===== config.mk =====
export PLATFORM = sky130hd
export DESIGN_NAME = xcore_uart_tx_flat
export DESIGN_NICKNAME = d
export VERILOG_FILES = /design/src/rtl/xcore_uart_tx_pkg.sv /design/src/rtl/xcore_uart_tx_if.sv /design/src/rtl/xcore_sync_fifo.sv /design/src/rtl/xcore_uart_tx.sv /design/src/flat_wrapper.sv
export SDC_FILE = /design/constraint.sdc
export NUM_CORES = 1
export LEC_CHECK = 0
export ABC_AREA = 1
export BUFFER_PORTS_ARGS = -buffer_cell sky130_fd_sc_hd__buf_4
export CAP_MARGIN = 30
export CORE_UTILIZATION = 48
export DETAILED_ROUTE_END_ITERATION = 12
export PLACE_DENSITY_LB_ADDON = 0.15
export RECOVER_POWER = 50
export SLEW_MARGIN = 10
export SYNTH_ARGS = -nofsm -noshare
export SYNTH_HDL_FRONTEND = slang
export SYNTH_SLANG_ARGS = --single-unit

===== constraint.sdc =====
create_clock -name clk -period 4.9 [get_ports clk]
set_input_delay 1.225 -clock clk [delete_from_list [all_inputs] [get_ports clk]]
set_output_delay 1.225 -clock clk [all_outputs]
set_load 0.01 [all_outputs]

===== src/rtl/xcore_uart_tx_pkg.sv =====
// Shared definitions for the xcore transmit UART: register map, bit layout, FSM encoding.
package xcore_uart_tx_pkg;

   localparam int unsigned ADDR_W = 4;
   localparam int unsigned DATA_W = 32;
   localparam int unsigned BYTE_W = 8;
   localparam int unsigned BAUD_W = 16;

   localparam logic [ADDR_W-1:0] UART_TXDATA = 4'h0;
   localparam logic [ADDR_W-1:0] UART_STATUS = 4'h4;
   localparam logic [ADDR_W-1:0] UART_CTRL   = 4'h8;

   localparam int unsigned ST_FULL    = 0;
   localparam int unsigned ST_EMPTY   = 1;
   localparam int unsigned ST_BUSY    = 2;
   localparam int unsigned ST_OVF     = 3;
   localparam int unsigned ST_CNT_LSB = 8;
   localparam int unsigned CTRL_EN    = 0;
   localparam int unsigned CTRL_IE    = 1;

   typedef enum logic [1:0] {
      S_IDLE  = 2'd0,
      S_START = 2'd1,
      S_DATA  = 2'd2,
      S_STOP  = 2'd3
   } tx_state_e;

   // STATUS read image, LSB = full
   typedef struct packed {
      logic [7:0] count;
      logic [3:0] rsvd;
      logic       ovf;
      logic       busy;
      logic       empty;
      logic       full;
   } status_t;

   typedef struct packed {
      logic ie;
      logic en;
   } ctrl_t;

endpackage


===== src/rtl/xcore_uart_tx_if.sv =====
// Register-bus port of the transmit UART.
interface xcore_uart_tx_if;
   import xcore_uart_tx_pkg::*;

   logic              we_i;
   logic [ADDR_W-1:0] addr_i;
   logic [DATA_W-1:0] wdata_i;
   logic [DATA_W-1:0] rdata_o;

   modport master (output we_i, output addr_i, output wdata_i, input rdata_o);
   modport slave  (input we_i, input addr_i, input wdata_i, output rdata_o);

endinterface


===== src/rtl/xcore_sync_fifo.sv =====
// Single-clock FIFO with power-of-two depth; head word visible combinationally.
module xcore_sync_fifo #(
   parameter  int unsigned WIDTH = 8,
   parameter  int unsigned DEPTH = 8,
   localparam int unsigned AW    = $clog2(DEPTH),
   localparam int unsigned CW    = AW + 1
) (
   input  logic             clk,
   input  logic             rst,
   input  logic             i_push,
   input  logic [WIDTH-1:0] i_wdata,
   input  logic             i_pop,
   output logic [WIDTH-1:0] o_rdata_c,
   output logic             o_full,
   output logic             o_empty,
   output logic [CW-1:0]    o_count
);

   logic [WIDTH-1:0] r_mem [DEPTH];
   logic [AW-1:0]    r_wr_ptr;
   logic [AW-1:0]    r_rd_ptr;
   logic [CW-1:0]    r_count;
   logic             r_full;
   logic             r_empty;
   logic             w_do_push;
   logic             w_do_pop;
   logic [CW-1:0]    w_count_nxt;

   // A push on a full FIFO is dropped even if a pop happens on the same edge
   assign w_do_push   = i_push && !r_full;
   assign w_do_pop    = i_pop && !r_empty;
   assign w_count_nxt = r_count + CW'(w_do_push) - CW'(w_do_pop);

   always_ff @(posedge clk) begin
      if (rst) begin
         r_wr_ptr <= '0;
         r_rd_ptr <= '0;
         r_count  <= '0;
         r_full   <= 1'b0;
         r_empty  <= 1'b1;
      end else begin
         if (w_do_push) r_wr_ptr <= r_wr_ptr + AW'(1);
         if (w_do_pop)  r_rd_ptr <= r_rd_ptr + AW'(1);
         r_count <= w_count_nxt;
         r_full  <= (w_count_nxt == CW'(DEPTH));
         r_empty <= (w_count_nxt == '0);
      end
   end

   always_ff @(posedge clk) begin
      if (w_do_push) r_mem[r_wr_ptr] <= i_wdata;
   end

   assign o_rdata_c = r_mem[r_rd_ptr];
   assign o_full    = r_full;
   assign o_empty   = r_empty;
   assign o_count   = r_count;

endmodule


===== src/rtl/xcore_uart_tx.sv =====
// Memory-mapped transmit-only UART: bus decode, TX FIFO and 8N1 serializer.
module xcore_uart_tx
   import xcore_uart_tx_pkg::*;
#(
   parameter int unsigned BAUD_DIV   = 434,
   parameter int unsigned FIFO_DEPTH = 8
) (
   input  logic            clk,
   input  logic            rst,
   xcore_uart_tx_if.slave  bus,
   output logic            tx_o,
   output logic            irq_o
);

   localparam int unsigned       FCNT_W    = $clog2(FIFO_DEPTH) + 1;
   localparam logic [BAUD_W-1:0] BAUD_LAST = BAUD_W'(BAUD_DIV - 1);

   logic              w_push_req;
   logic              w_stat_wr;
   logic              w_ctrl_wr;
   logic              w_pop;
   logic [BYTE_W-1:0] w_head;
   logic              w_full;
   logic              w_empty;
   logic [FCNT_W-1:0] w_count;
   logic              w_unused_wdata;

   logic              r_en;
   logic              r_ie;
   logic              r_ovf;

   tx_state_e         r_state;
   tx_state_e         w_state_nxt;
   logic [BAUD_W-1:0] r_baud;
   logic [BAUD_W-1:0] w_baud_nxt;
   logic [2:0]        r_bit;
   logic [2:0]        w_bit_nxt;
   logic [BYTE_W-1:0] r_shift;
   logic [BYTE_W-1:0] w_shift_nxt;
   logic              r_tx;
   logic              w_tx_nxt;
   logic              w_can_start;

   status_t           w_status;
   ctrl_t             w_ctrl;
   logic [DATA_W-1:0] w_rdata;

   assign w_push_req     = bus.we_i && (bus.addr_i == UART_TXDATA);
   assign w_stat_wr      = bus.we_i && (bus.addr_i == UART_STATUS);
   assign w_ctrl_wr      = bus.we_i && (bus.addr_i == UART_CTRL);
   assign w_unused_wdata = ^bus.wdata_i[DATA_W-1:BYTE_W];

   xcore_sync_fifo #(
      .WIDTH (BYTE_W),
      .DEPTH (FIFO_DEPTH)
   ) u_fifo (
      .clk       (clk),
      .rst       (rst),
      .i_push    (w_push_req),
      .i_wdata   (bus.wdata_i[BYTE_W-1:0]),
      .i_pop     (w_pop),
      .o_rdata_c (w_head),
      .o_full    (w_full),
      .o_empty   (w_empty),
      .o_count   (w_count)
   );

   // Control and sticky overflow flag
   always_ff @(posedge clk) begin
      if (rst) begin
         r_en  <= 1'b1;
         r_ie  <= 1'b0;
         r_ovf <= 1'b0;
      end else begin
         if (w_ctrl_wr) begin
            r_en <= bus.wdata_i[CTRL_EN];
            r_ie <= bus.wdata_i[CTRL_IE];
         end
         if (w_stat_wr)                 r_ovf <= 1'b0;
         else if (w_push_req && w_full) r_ovf <= 1'b1;
      end
   end

   assign w_can_start = r_en && !w_empty;

   // Serializer next-state; a new frame may start from IDLE or straight out of STOP
   always_comb begin
      w_state_nxt = r_state;
      w_baud_nxt  = r_baud;
      w_bit_nxt   = r_bit;
      w_shift_nxt = r_shift;
      w_tx_nxt    = r_tx;
      w_pop       = 1'b0;
      case (r_state)
         S_IDLE: begin
            w_tx_nxt = 1'b1;
            if (w_can_start) begin
               w_pop       = 1'b1;
               w_state_nxt = S_START;
               w_baud_nxt  = BAUD_LAST;
               w_shift_nxt = w_head;
               w_tx_nxt    = 1'b0;
            end
         end
         S_START: begin
            if (r_baud == '0) begin
               w_state_nxt = S_DATA;
               w_baud_nxt  = BAUD_LAST;
               w_bit_nxt   = 3'd0;
               w_tx_nxt    = r_shift[0];
               w_shift_nxt = r_shift >> 1;
            end else begin
               w_baud_nxt = r_baud - BAUD_W'(1);
            end
         end
         S_DATA: begin
            if (r_baud == '0) begin
               w_baud_nxt = BAUD_LAST;
               if (r_bit == 3'd7) begin
                  w_state_nxt = S_STOP;
                  w_tx_nxt    = 1'b1;
               end else begin
                  w_bit_nxt   = r_bit + 3'd1;
                  w_tx_nxt    = r_shift[0];
                  w_shift_nxt = r_shift >> 1;
               end
            end else begin
               w_baud_nxt = r_baud - BAUD_W'(1);
            end
         end
         S_STOP: begin
            if (r_baud == '0) begin
               if (w_can_start) begin
                  w_pop       = 1'b1;
                  w_state_nxt = S_START;
                  w_baud_nxt  = BAUD_LAST;
                  w_shift_nxt = w_head;
                  w_tx_nxt    = 1'b0;
               end else begin
                  w_state_nxt = S_IDLE;
                  w_tx_nxt    = 1'b1;
               end
            end else begin
               w_baud_nxt = r_baud - BAUD_W'(1);
            end
         end
         default: begin
            w_state_nxt = S_IDLE;
            w_tx_nxt    = 1'b1;
         end
      endcase
   end

   always_ff @(posedge clk) begin
      if (rst) begin
         r_state <= S_IDLE;
         r_baud  <= '0;
         r_bit   <= '0;
         r_shift <= '0;
         r_tx    <= 1'b1;
      end else begin
         r_state <= w_state_nxt;
         r_baud  <= w_baud_nxt;
         r_bit   <= w_bit_nxt;
         r_shift <= w_shift_nxt;
         r_tx    <= w_tx_nxt;
      end
   end

   // Read mux
   always_comb begin
      w_status       = '0;
      w_status.full  = w_full;
      w_status.empty = w_empty;
      w_status.busy  = (r_state != S_IDLE);
      w_status.ovf   = r_ovf;
      w_status.count = 8'(w_count);
      w_ctrl.en      = r_en;
      w_ctrl.ie      = r_ie;
      case (bus.addr_i)
         UART_STATUS: w_rdata = DATA_W'(w_status);
         UART_CTRL:   w_rdata = DATA_W'(w_ctrl);
         default:     w_rdata = '0;
      endcase
   end

   assign bus.rdata_o = w_rdata;
   assign tx_o        = r_tx;
   assign irq_o       = r_ie && w_empty && (r_state == S_IDLE);

endmodule


===== src/flat_wrapper.sv =====
// flat-port wrapper written by rule: the top's interface ports become plain ports
module xcore_uart_tx_flat import xcore_uart_tx_pkg::*;
#(
   parameter int unsigned BAUD_DIV   = 434,
   parameter int unsigned FIFO_DEPTH = 8
)
  (clk, rst, tx_o, irq_o, bus_we_i, bus_addr_i, bus_wdata_i, bus_rdata_o);
  xcore_uart_tx_if bus_i ();
  input  logic clk;
  input  logic rst;
  output logic tx_o;
  output logic irq_o;
  input wire logic [$bits(bus_i.we_i)-1:0] bus_we_i;
  input wire logic [$bits(bus_i.addr_i)-1:0] bus_addr_i;
  input wire logic [$bits(bus_i.wdata_i)-1:0] bus_wdata_i;
  output wire logic [$bits(bus_i.rdata_o)-1:0] bus_rdata_o;
  assign bus_i.we_i = bus_we_i;
  assign bus_i.addr_i = bus_addr_i;
  assign bus_i.wdata_i = bus_wdata_i;
  assign bus_rdata_o = bus_i.rdata_o;
  xcore_uart_tx #(.BAUD_DIV(BAUD_DIV), .FIFO_DEPTH(FIFO_DEPTH)) u_core (.clk(clk), .rst(rst), .bus(bus_i), .tx_o(tx_o), .irq_o(irq_o));
endmodule

==> metrics.yaml, run 1 <==
run_status:
  status: "finished clean"
routing:
  drt_iter0_markers: 276
  drtAntennaViolNets: 0
  routed_via_density: 5.326
  vias: 4165
  dr.pass1.iters: 5
  wl_per_cell_um: 14.55
  drc: 0
  wl_mm: 11.38
critical_path:
  arrival_ns: 2.20
  rrSetupSlack_ns: 1.84
  cp.depth: 5
  slowest_delay_ns: 0.28
  endpoint: "bus_rdata_o[1]"
  timing.critical_path.max_delay_family: "simple AND/OR/NAND/NOR gates"
  worst_path_max_delay_cell: "nand3_1"
  timing.rr.end: "u_core.u_fifo.o_full$_SDFF_PP0_"
  critPathBufInv: 2
  end_kind: "output pin"
  startpoint_type: "input pin"
  r2r_start: "u_core.r_state[0]$_SDFFE_PP0P_"
  path_cells: "clkbuf_4 -> nor2_1 -> nand3_1 -> o22ai_1 -> buf_4"
  criticalPathCategory: "in2out"
  cp_max_fo: 9
  required_ns: 3.67
  startpoint: "bus_addr_i[1]"
  rr_worst_depth: 11
worst_hold_path:
  min_from: "u_core.r_bit[1]$_SDFFE_PP0P_"
  hold_class: "reg2reg"
clock_tree:
  clk_latency_ns: 0.38
  cts_made_buffers: 9
  cts_resized: 0
  cts.path.max_buffers: 2
  cts_root_buffer: "clkbuf_8"
  path_clk_slew_ns: 0.10
  post_cts_buffers: 0
  cts_tree: "built"
  holdBufCountCts: 0
  h-tree-depth: 3
  clock-sinks: 112
global_routing:
  grtUsageTotal: 0.2081
  grt_first_pass_wirelength_mm: 18.50
  grt_pass1_vias: 3876
  grt_max_degree: 34
  grt.overflow.total: 0
  antenna_found_initial: 0
yosys:
  synth_top_family_by_area: "simple AND/OR/NAND/NOR gates"
  ys_warn_count: 0
  synth_compound_area_frac: 0.06606
  synth_xor_area_frac: 0.01623
  synth-seq-area-share: 0.5341
  synthMuxAreaShare: 0
  yosys.area_share.simple: 0.2677
  synth_area_um2: 5398
  synth_adder_area_share: 0.03384
  avgSynthCellArea_um2: 8.706
  postSynthCellCount: 620
  ys_types: 36
  ys_ff_latch: 112
cells_and_area:
  num-fill-cells: 1020
  postLayoutCoreUtil: 0.5323
  fin_nets: 690
  num_antenna_cells: 0
  layout-drive-gt1-share: 0.08411
  layout-area-overhead-vs-synth_pct: 7.371
timing:
  slew_viol_final: 0
  fin_crit_sh: 0.6995
  rsz0062_at_grt: "false"
  fin_ws_ns: 1.473
  worst_slew_pin_slew_ns: 1.374
  fin_crit_ns: 3.427
  fmax_mhz: 291.8
  whs_ns: 0.4824
  timing_hold_violations_final: 0
  finClkSkew_ns: 0.008246
  max-slew-margin-rel: 0.08367
  setup_viol: 0
  fin_setup_tns_ns: 0
placement:
  dp_hpwl_mm: 7.408
  numPortBuffers: 24
  gp_congestion: 0.8085
  pre_cts_slack_ns: 1.477
floorplanning:
  die-area_um2: 11670
  die_w_um: 108.0
  start_util: 0.4957
  io_pins: 73
  num_rows: 38
  core_um2: 10890
  dieHeight_um: 108.0
pwr:
  p_leak_nw: 2.366
  power_density_nw_per_um2: 546.1
  ir_drop_v: 0.0002974
run:
  maxCapViolCount: 0
per-stage QoR:
step	instances	power (mW)	area, µm²
floorplan	643	2.323	5484
global placement	766	2.563	5623
detailed placement	766	2.594	5623
CTS	782	3.175	5836
global route	782	3.415	5796
finish	782	3.165	5796
where the power goes:
part	internal (mW)	switching [mW]	total [mW]
registers	1.10	0.0968	1.19
logic	0.447	0.935	1.38
clock network	0.260	0.329	0.589
total	1.80	1.36	3.17
how the worst min path moves through the flow:
stage	endpoint	slack, ns	cells past startpoint
after floorplan	u_core.r_bit[1]$_SDFFE_PP0P_	0.45	2
final	u_core.r_bit[1]$_SDFFE_PP0P_	0.48	2
after detailed placement	u_core.r_shift[7]$_SDFFE_PP0P_	0.47	2
after global placement	u_core.r_shift[4]$_SDFFE_PP0P_	0.46	2
after global routing	u_core.r_bit[2]$_SDFFE_PP0P_	0.51	2
after CTS	u_core.r_bit[1]$_SDFFE_PP0P_	0.48	2
Yosys cell counts:
cell type    n  area share
nand2_1    146        0.10
nor2_2       4      0.0046
nand2_2      1      0.0012
a21o_1       1      0.0014
nor2_8       2      0.0074
edfxtp_1    64        0.36
nand4_1     10       0.012
conb_1       1     0.00069
xnor2_1      2      0.0032
inv_1       36       0.025
buf_4       24       0.033
a21boi_0     1      0.0014
o211a_1      1      0.0019
dfxtp_1     48        0.18
fa_1         1      0.0037
clkinv_1     1     0.00069
nand2_4      3      0.0063
buf_6        1      0.0021
o21ai_0     16       0.015
o21ai_1      6      0.0056
clkbuf_1    17       0.012
o21ai_2      1      0.0016
o211ai_1     3      0.0042
nor3_1      12       0.011
buf_1        1     0.00069
o31ai_1      1      0.0014
xor2_1       8       0.013
nand3_1     84       0.078
o22ai_1      2      0.0023
nor4_1       1      0.0012
ha_1        13       0.030
nor2_1      63       0.044
a21oi_1     34       0.032
inv_2        7      0.0049
or2_1        1      0.0012
buf_2        3      0.0028
registers in the layout (all words and copies together), names as in the netlist, named ones only:
signal / count
u_core.r_baud: 16
u_core.r_bit: 3
u_core.r_en: 1
u_core.r_ie: 1
u_core.r_ovf: 1
u_core.r_shift: 8
u_core.r_state: 2
u_core.tx_o: 1
u_core.u_fifo.o_count: 4
u_core.u_fifo.o_empty: 1
u_core.u_fifo.o_full: 1
u_core.u_fifo.r_mem: 64
u_core.u_fifo.r_rd_ptr: 3
u_core.u_fifo.r_wr_ptr: 3
cell usage in the layout (no fill, tap or decap), types with 13 or more instances in the layout:
master	count
a21oi_1	34
buf_4	18
conb_1	24
dfxtp_1	48
edfxtp_1	64
ha_1	13
inv_1	38
nand2_1	146
nand3_1	84
nor2_1	64
o21ai_0	18
worst register-to-register path, cell delays in order (launching register included):
cell and delay, ns:
dfxtp_1 0.44, inv_1 0.12, ha_1 0.39, inv_1 0.55, nand3_1 0.26, nand2_1 0.13
ha_1 0.17, inv_1 0.05, fa_1 0.37, xor2_1 0.19, nand3_1 0.14, nor3_1 0.17
cell families after synthesis:
kind of cell	count (synthesis)
simple gates	327
flops	112
buf+inv	90
compound gates	66
fa+ha+maj	14
xor+xnor	10
other cells	1
layout make-up:
type / count / area [µm²] / share of cell area
clock buffers: 10 / 137.6 / 0.02375
clock inverters: 6 / 75.07 / 0.01295
inverters: 44 / 165.2 / 0.02850
multi-input cells: 441 / 2180 / 0.3761
flip-flops and latches: 112 / 2883 / 0.4974
well taps: 140 / 175.2 / 0.03022
repair buffers: 29 / 180.2 / 0.03109
layer usage:
metal,up-vias,GRT usage,part of all wire
li1,2065,-,-
met4,0,0.08317,0.017
met2,121,0.3480,0.48
met3,14,0.02471,0.043
met1,1965,0.2744,0.46
met5,-,0,0
Power figures use the tool's default switching activity.
==> inputs of run 2 (changes only) <==
==> constraint.sdc (replaced) <==
create_clock -name clk -period 2.8 [get_ports clk]
set_input_delay 0.7 -clock clk [delete_from_list [all_inputs] [get_ports clk]]
set_output_delay 0.7 -clock clk [all_outputs]
set_load 0.01 [all_outputs]
==> run 2 against run 1 <==
Clock power is 49% higher. Largest cell class unchanged. Non-clock buffer count is 13 higher. First-iteration DRC count is 15% lower. Critical endpoint is now u_core.u_fifo.o_full$_SDFF_PP0_.
==> metrics.yaml, run 2 (synthesized netlist as in run 1, its figures left out) <==
timing:
  fin_setup_tns_ns: 0
  rsz0062_at_grt: "false"
  fmax_mhz: 397.6
  max-slew-margin-rel: 0.1372
  fin_crit_sh: 0.8983
  finClkSkew_ns: 0.008740
  worst_slew_pin_slew_ns: 1.294
  slew_viol_final: 0
  timing_hold_violations_final: 0
  fin_crit_ns: 2.515
  setup_viol: 0
pwr:
  internal-power_mw: 3.088
  comb_power_share: 0.459
  seq_power_share: 0.379
  power_density_nw_per_um2: 928.7
  clkPwrFrac: 0.162
  switching_share: 0.4311
  p_sw_mw: 2.341
  p_leak_nw: 2.394
  ir_drop_v: 0.0005115
cells_and_area:
  largestRegisters: "u_core.u_fifo.r_mem x64, u_core.r_baud x16, u_core.r_shift x8"
  layout_commonest_cell: "nand2_1"
  layout_common_cells: "nand2_1, nand3_1, edfxtp_1"
  seq_area_um2: 2883
  num-fill-cells: 983
  layout-drive-gt1-share: 0.09924
  fin_nets: 703
  postLayoutCoreUtil: 0.5369
  largest_register_ffs: 64
  layout-area-overhead-vs-synth_pct: 8.299
  num_antenna_cells: 0
  multiInputGateArea_um2: 2177
  regMostFlops: "u_core.u_fifo.r_mem"
placement:
  numPortBuffers: 24
  dp_hpwl_mm: 7.424
  gp_congestion: 0.8455
critical_path:
  worst_path_max_delay_cell: "fa_1"
  timing.rr.end: "u_core.u_fifo.o_full$_SDFF_PP0_"
  path_cells: "inv_1 -> ha_4 -> nand2_4 -> nor2_8 -> nand4_1 -> nand2_2 -> nand3_1 -> nand2_1 -> ha_1 -> inv_1 -> fa_1 -> xor2_1 -> nand3_1 -> nor3_1"
  arrival_ns: 2.81
  startpoint_type: "flip-flop"
  slowest_delay_ns: 0.37
  rr_worst_depth: 14
  critPathBufInv: 2
  timing.critical_path.max_delay_family: "simple AND/OR/NAND/NOR gates"
  end_kind: "flip-flop"
  rrSetupSlack_ns: 0.28
  criticalPathCategory: "reg2reg"
  r2r_start: "u_core.r_baud[0]$_SDFF_PP0_"
  required_ns: 3.09
  cp_max_fo: 6
clock_tree:
  h-tree-depth: 3
  clk_latency_ns: 0.38
  holdBufCountCts: 0
  cts.path.max_buffers: 2
  cts_made_buffers: 9
  cts_root_buffer: "clkbuf_8"
  clock-sinks: 112
  cts_tree: "built"
  path_clk_slew_ns: 0.10
global_routing:
  gr-usage-met2: 0.3121
  grt_max_degree: 33
  antenna_found_initial: 0
  grt_pass1_vias: 3736
  grtUsageTotal: 0.2037
  grtUsageMet1: 0.2881
  grt_most_used_layer: "met2"
  grt_use_met3: 0.03134
  grt_first_pass_wirelength_mm: 18.07
  grt.overflow.total: 0
worst_hold_path:
  holdPathStages: 2
  hold_class: "reg2reg"
  whs_endpoint: "u_core.r_bit[2]$_SDFFE_PP0P_"
  min_from: "u_core.r_bit[2]$_SDFFE_PP0P_"
floorplanning:
  die-area_um2: 11670
  num_rows: 38
  io_pins: 73
  dieHeight_um: 108.0
  core_um2: 10890
  start_util: 0.4957
  die_w_um: 108.0
routing:
  drt_iter0_markers: 235
  drtAntennaViolNets: 0
  dr.pass1.iters: 5
  wl_mm: 11.13
  routed_via_density: 5.197
  vias: 4132
  wl_per_cell_um: 14.00
  drc: 0
run:
  maxCapViolCount: 0
run_status:
  status: "finished clean"
==> run 2: changes by cell type in the layout (fill, tap and decap cells not counted), sizes merged <==
cell | previous run | this run
inv | 46 | 45
clkinvlp | 0 | 2
clkbuf | 21 | 22
buf | 18 | 30
bufinv | 1 | 0
==> run 2: cell type report <==
type / count / share of cell area
inverter: 44 / 0.02825
clock inverter: 6 / 0.007491
tap: 140 / 0.02997
clock buffer: 10 / 0.02183
sequential: 112 / 0.4931
timing repair buffer: 42 / 0.04688
multi-input combinational: 441 / 0.3724
==> run 2: per-layer routing <==
| metal | vias up | wire length [µm] |
|---|---|---|
| li1 | 2086 | - |
| met1 | 1904 | 5264 |
| met2 | 126 | 4974 |
| met3 | 16 | 686 |
| met4 | 0 | 205 |
| met5 | - | 0 |
==> run 2: metrics by stage <==
step                worst slack (ns)  std cells  area, µm²  hold WS, ns  power (mW)
global route                0.009536        795       5846       0.5051       5.880
global placement              0.1418        778       5693       0.4577       4.527
finish                        0.2849        795       5846       0.4805       5.429
detailed placement            0.1192        778       5693       0.4652       4.561
CTS                           0.1259        794       5864       0.4808       5.430
floorplan                     0.3178        643       5484       0.4488       4.066
==> run 2: worst register-to-register path, stage by stage (launching register included) <==
cell and delay [ns]:
dfxtp_1 0.32, inv_1 0.15, ha_4 0.19, nand2_4 0.09, nor2_8 0.15, nand4_1 0.13, nand2_2 0.12, nand3_1 0.12
nand2_1 0.09, ha_1 0.17, inv_1 0.06, fa_1 0.37, xor2_1 0.18, nand3_1 0.11, nor3_1 0.17
==> run 2: how the worst max path moves through the flow <==
stage / slack [ns] / cells after the start / end / startpoint
after floorplan: 0.32 / 6 / u_core.u_fifo.r_mem[0][0]$_DFFE_PP_ / bus_addr_i[1]
after global placement: 0.14 / 12 / u_core.u_fifo.o_empty$_SDFF_PP1_ / bus_addr_i[1]
after detailed placement: 0.12 / 12 / u_core.u_fifo.o_empty$_SDFF_PP1_ / bus_addr_i[1]
after CTS: 0.13 / 14 / u_core.u_fifo.o_full$_SDFF_PP0_ / u_core.r_baud[0]$_SDFF_PP0_
after global routing: 0.01 / 14 / u_core.u_fifo.o_full$_SDFF_PP0_ / u_core.r_baud[0]$_SDFF_PP0_
final: 0.28 / 14 / u_core.u_fifo.o_full$_SDFF_PP0_ / u_core.r_baud[0]$_SDFF_PP0_
==> run 2: repair_timing <==
| item | in CTS | in global routing |
|---|---|---|
| setup buffers | 0 | 1 |
| endpoints found under the setup margin | 0 | 2 |
| gates resized for setup | 0 | 3 |
==> run 2: power groups by stage <==
stage | clock [mW] | combinational [mW] | sequential [mW]
floorplan | 0 | 2.01 | 2.06
global placement | 0 | 2.44 | 2.09
detailed placement | 0 | 2.47 | 2.09
CTS | 0.891 | 2.48 | 2.06
global route | 0.955 | 2.84 | 2.08
finish | 0.878 | 2.49 | 2.06
==> inputs of run 3 (changes only) <==
--- a/config.mk
+++ b/config.mk
@@ -8,6 +8,7 @@
 export ABC_AREA = 1
 export BUFFER_PORTS_ARGS = -buffer_cell sky130_fd_sc_hd__buf_4
 export CAP_MARGIN = 30
+export CORE_MARGIN = 2
 export CORE_UTILIZATION = 48
 export DETAILED_ROUTE_END_ITERATION = 12
 export PLACE_DENSITY_LB_ADDON = 0.15
==> run 3 against run 2 <==
Global-route usage is 0.38 points lower. Worst hold slack worse by 0.0038 ns. First-iteration DRC count is 10% higher. Power is 2.5% higher. Largest cell class unchanged.
==> metrics.yaml, run 3 (synthesized netlist as in run 1, its figures left out) <==
clock_tree:
  cts.path.max_buffers: 2
  holdBufCountCts: 0
  clock-sinks: 112
  cts_root_buffer: "clkbuf_8"
  path_clk_slew_ns: 0.10
  h-tree-depth: 3
  cts_made_buffers: 9
  cts_tree: "built"
  clk_latency_ns: 0.38
pwr:
  power_density_nw_per_um2: 946.1
  p_leak_nw: 2.418
  ir_drop_v: 0.0006369
floorplanning:
  die-area_um2: 12110
  start_util: 0.4957
  io_pins: 73
  dieHeight_um: 110.0
  num_rows: 38
  core_um2: 10890
  die_w_um: 110.0
routing:
  wl_mm: 11.25
  drt_iter0_markers: 259
  drtAntennaViolNets: 0
  routed_via_density: 5.145
  wl_per_cell_um: 14.17
  drc: 0
  dr.pass1.iters: 5
  vias: 4085
cells_and_area:
  largestRegisters: "u_core.u_fifo.r_mem x64, u_core.r_baud x16, u_core.r_shift x8"
  num_antenna_cells: 0
  final_cells: 794
  regMostFlops: "u_core.u_fifo.r_mem"
  largest_register_ffs: 64
  layout_commonest_cell: "nand2_1"
  layout-area-overhead-vs-synth_pct: 8.994
  layout_common_cells: "nand2_1, nand3_1, edfxtp_1"
  postLayoutCoreUtil: 0.5403
  layout-drive-gt1-share: 0.1040
  fin_nets: 702
timing:
  worst_slew_pin_slew_ns: 0.8634
  fmax_mhz: 395.0
  setup_viol: 0
  fin_crit_sh: 0.9041
  slew_viol_final: 0
  fin_setup_tns_ns: 0
  finClkSkew_ns: 0.009458
  max-slew-margin-rel: 0.4244
  fin_crit_ns: 2.532
  whs_ns: 0.4767
  timing_hold_violations_final: 0
global_routing:
  grt_max_degree: 33
  grt_first_pass_wirelength_mm: 18.26
  grt.overflow.total: 0
  antenna_found_initial: 0
  grt_pass1_vias: 3701
  grtUsageTotal: 0.1998
critical_path:
  end_kind: "flip-flop"
  required_ns: 3.10
  cp_max_fo: 6
  rr_worst_depth: 14
  startpoint_type: "flip-flop"
  arrival_ns: 2.84
  criticalPathCategory: "reg2reg"
run_status:
  status: "finished clean"
placement:
  dp_hpwl_mm: 7.429
  gp_congestion: 0.8319
  numPortBuffers: 24
  dp_cells: 776
run:
  maxCapViolCount: 0
worst_hold_path:
  holdPathStages: 2
  hold_class: "reg2reg"
==> run 3: final timing paths <==
check                                     from                         endpoint  slack [ns]
setup / recovery   u_core.r_baud[0]$_SDFF_PP0_  u_core.u_fifo.o_full$_SDFF_PP0_        0.27
hold / removal    u_core.r_bit[2]$_SDFFE_PP0P_     u_core.r_bit[2]$_SDFFE_PP0P_        0.48
setup reg to reg   u_core.r_baud[0]$_SDFF_PP0_  u_core.u_fifo.o_full$_SDFF_PP0_        0.27
hold reg to reg   u_core.r_bit[2]$_SDFFE_PP0P_     u_core.r_bit[2]$_SDFFE_PP0P_        0.48
==> run 3: what timing repair did <==
action / in CTS / in global routing
endpoints found under the setup margin: 0 / 2
buffers inserted: 0 / 2
resized for setup: 0 / 4
==> run 3: metal layers <==
metal  vias to the layer above  GRT usage  share of wire
met3                        10    0.04233          0.061
met2                       113     0.3028           0.45
li1                       2083          -              -
met1                      1879     0.2898           0.48
met4                         0    0.05696         0.0099
met5                         -          0              0
==> run 3: power breakdown <==
| part | internal [mW] | switching (mW) | total [mW] |
|---|---|---|---|
| clock network | 0.416 | 0.566 | 0.982 |
| logic | 0.849 | 1.67 | 2.52 |
| registers | 1.92 | 0.140 | 2.06 |
| total | 3.19 | 2.38 | 5.57 |
==> run 3: per-stage QoR <==
step           power (mW)  worst slack, ns  cell area (µm²)
3_3_place_gp        4.518           0.1368             5678
3_5_place_dp        4.567          0.08464             5678
4_1_cts             5.542          0.09670             5883
5_1_grt             6.028        -0.009177             5883
6_report            5.566           0.2685             5883
2_1_floorplan       4.066           0.3178             5484
==> run 3: final cells by class <==
type,instances,area [µm²]
fill,988,5005
sequential,112,2883
multi-input combinational,441,2185
timing repair buffer,41,270.3
tap,140,175.2
inverter,44,165.2
clock buffer,11,162.7
clock inverter,5,42.54
==> run 3: critical path, stage by stage, from the launching register on <==
cell and delay (ns):
dfxtp_1 0.32, inv_1 0.14, ha_4 0.18, nand2_4 0.09
nor2_8 0.15, nand4_1 0.13, nand2_2 0.13, nand3_1 0.13
nand2_1 0.10, ha_1 0.16, inv_1 0.05, fa_1 0.40
xor2_2 0.17, nand3_1 0.11, nor3_1 0.17
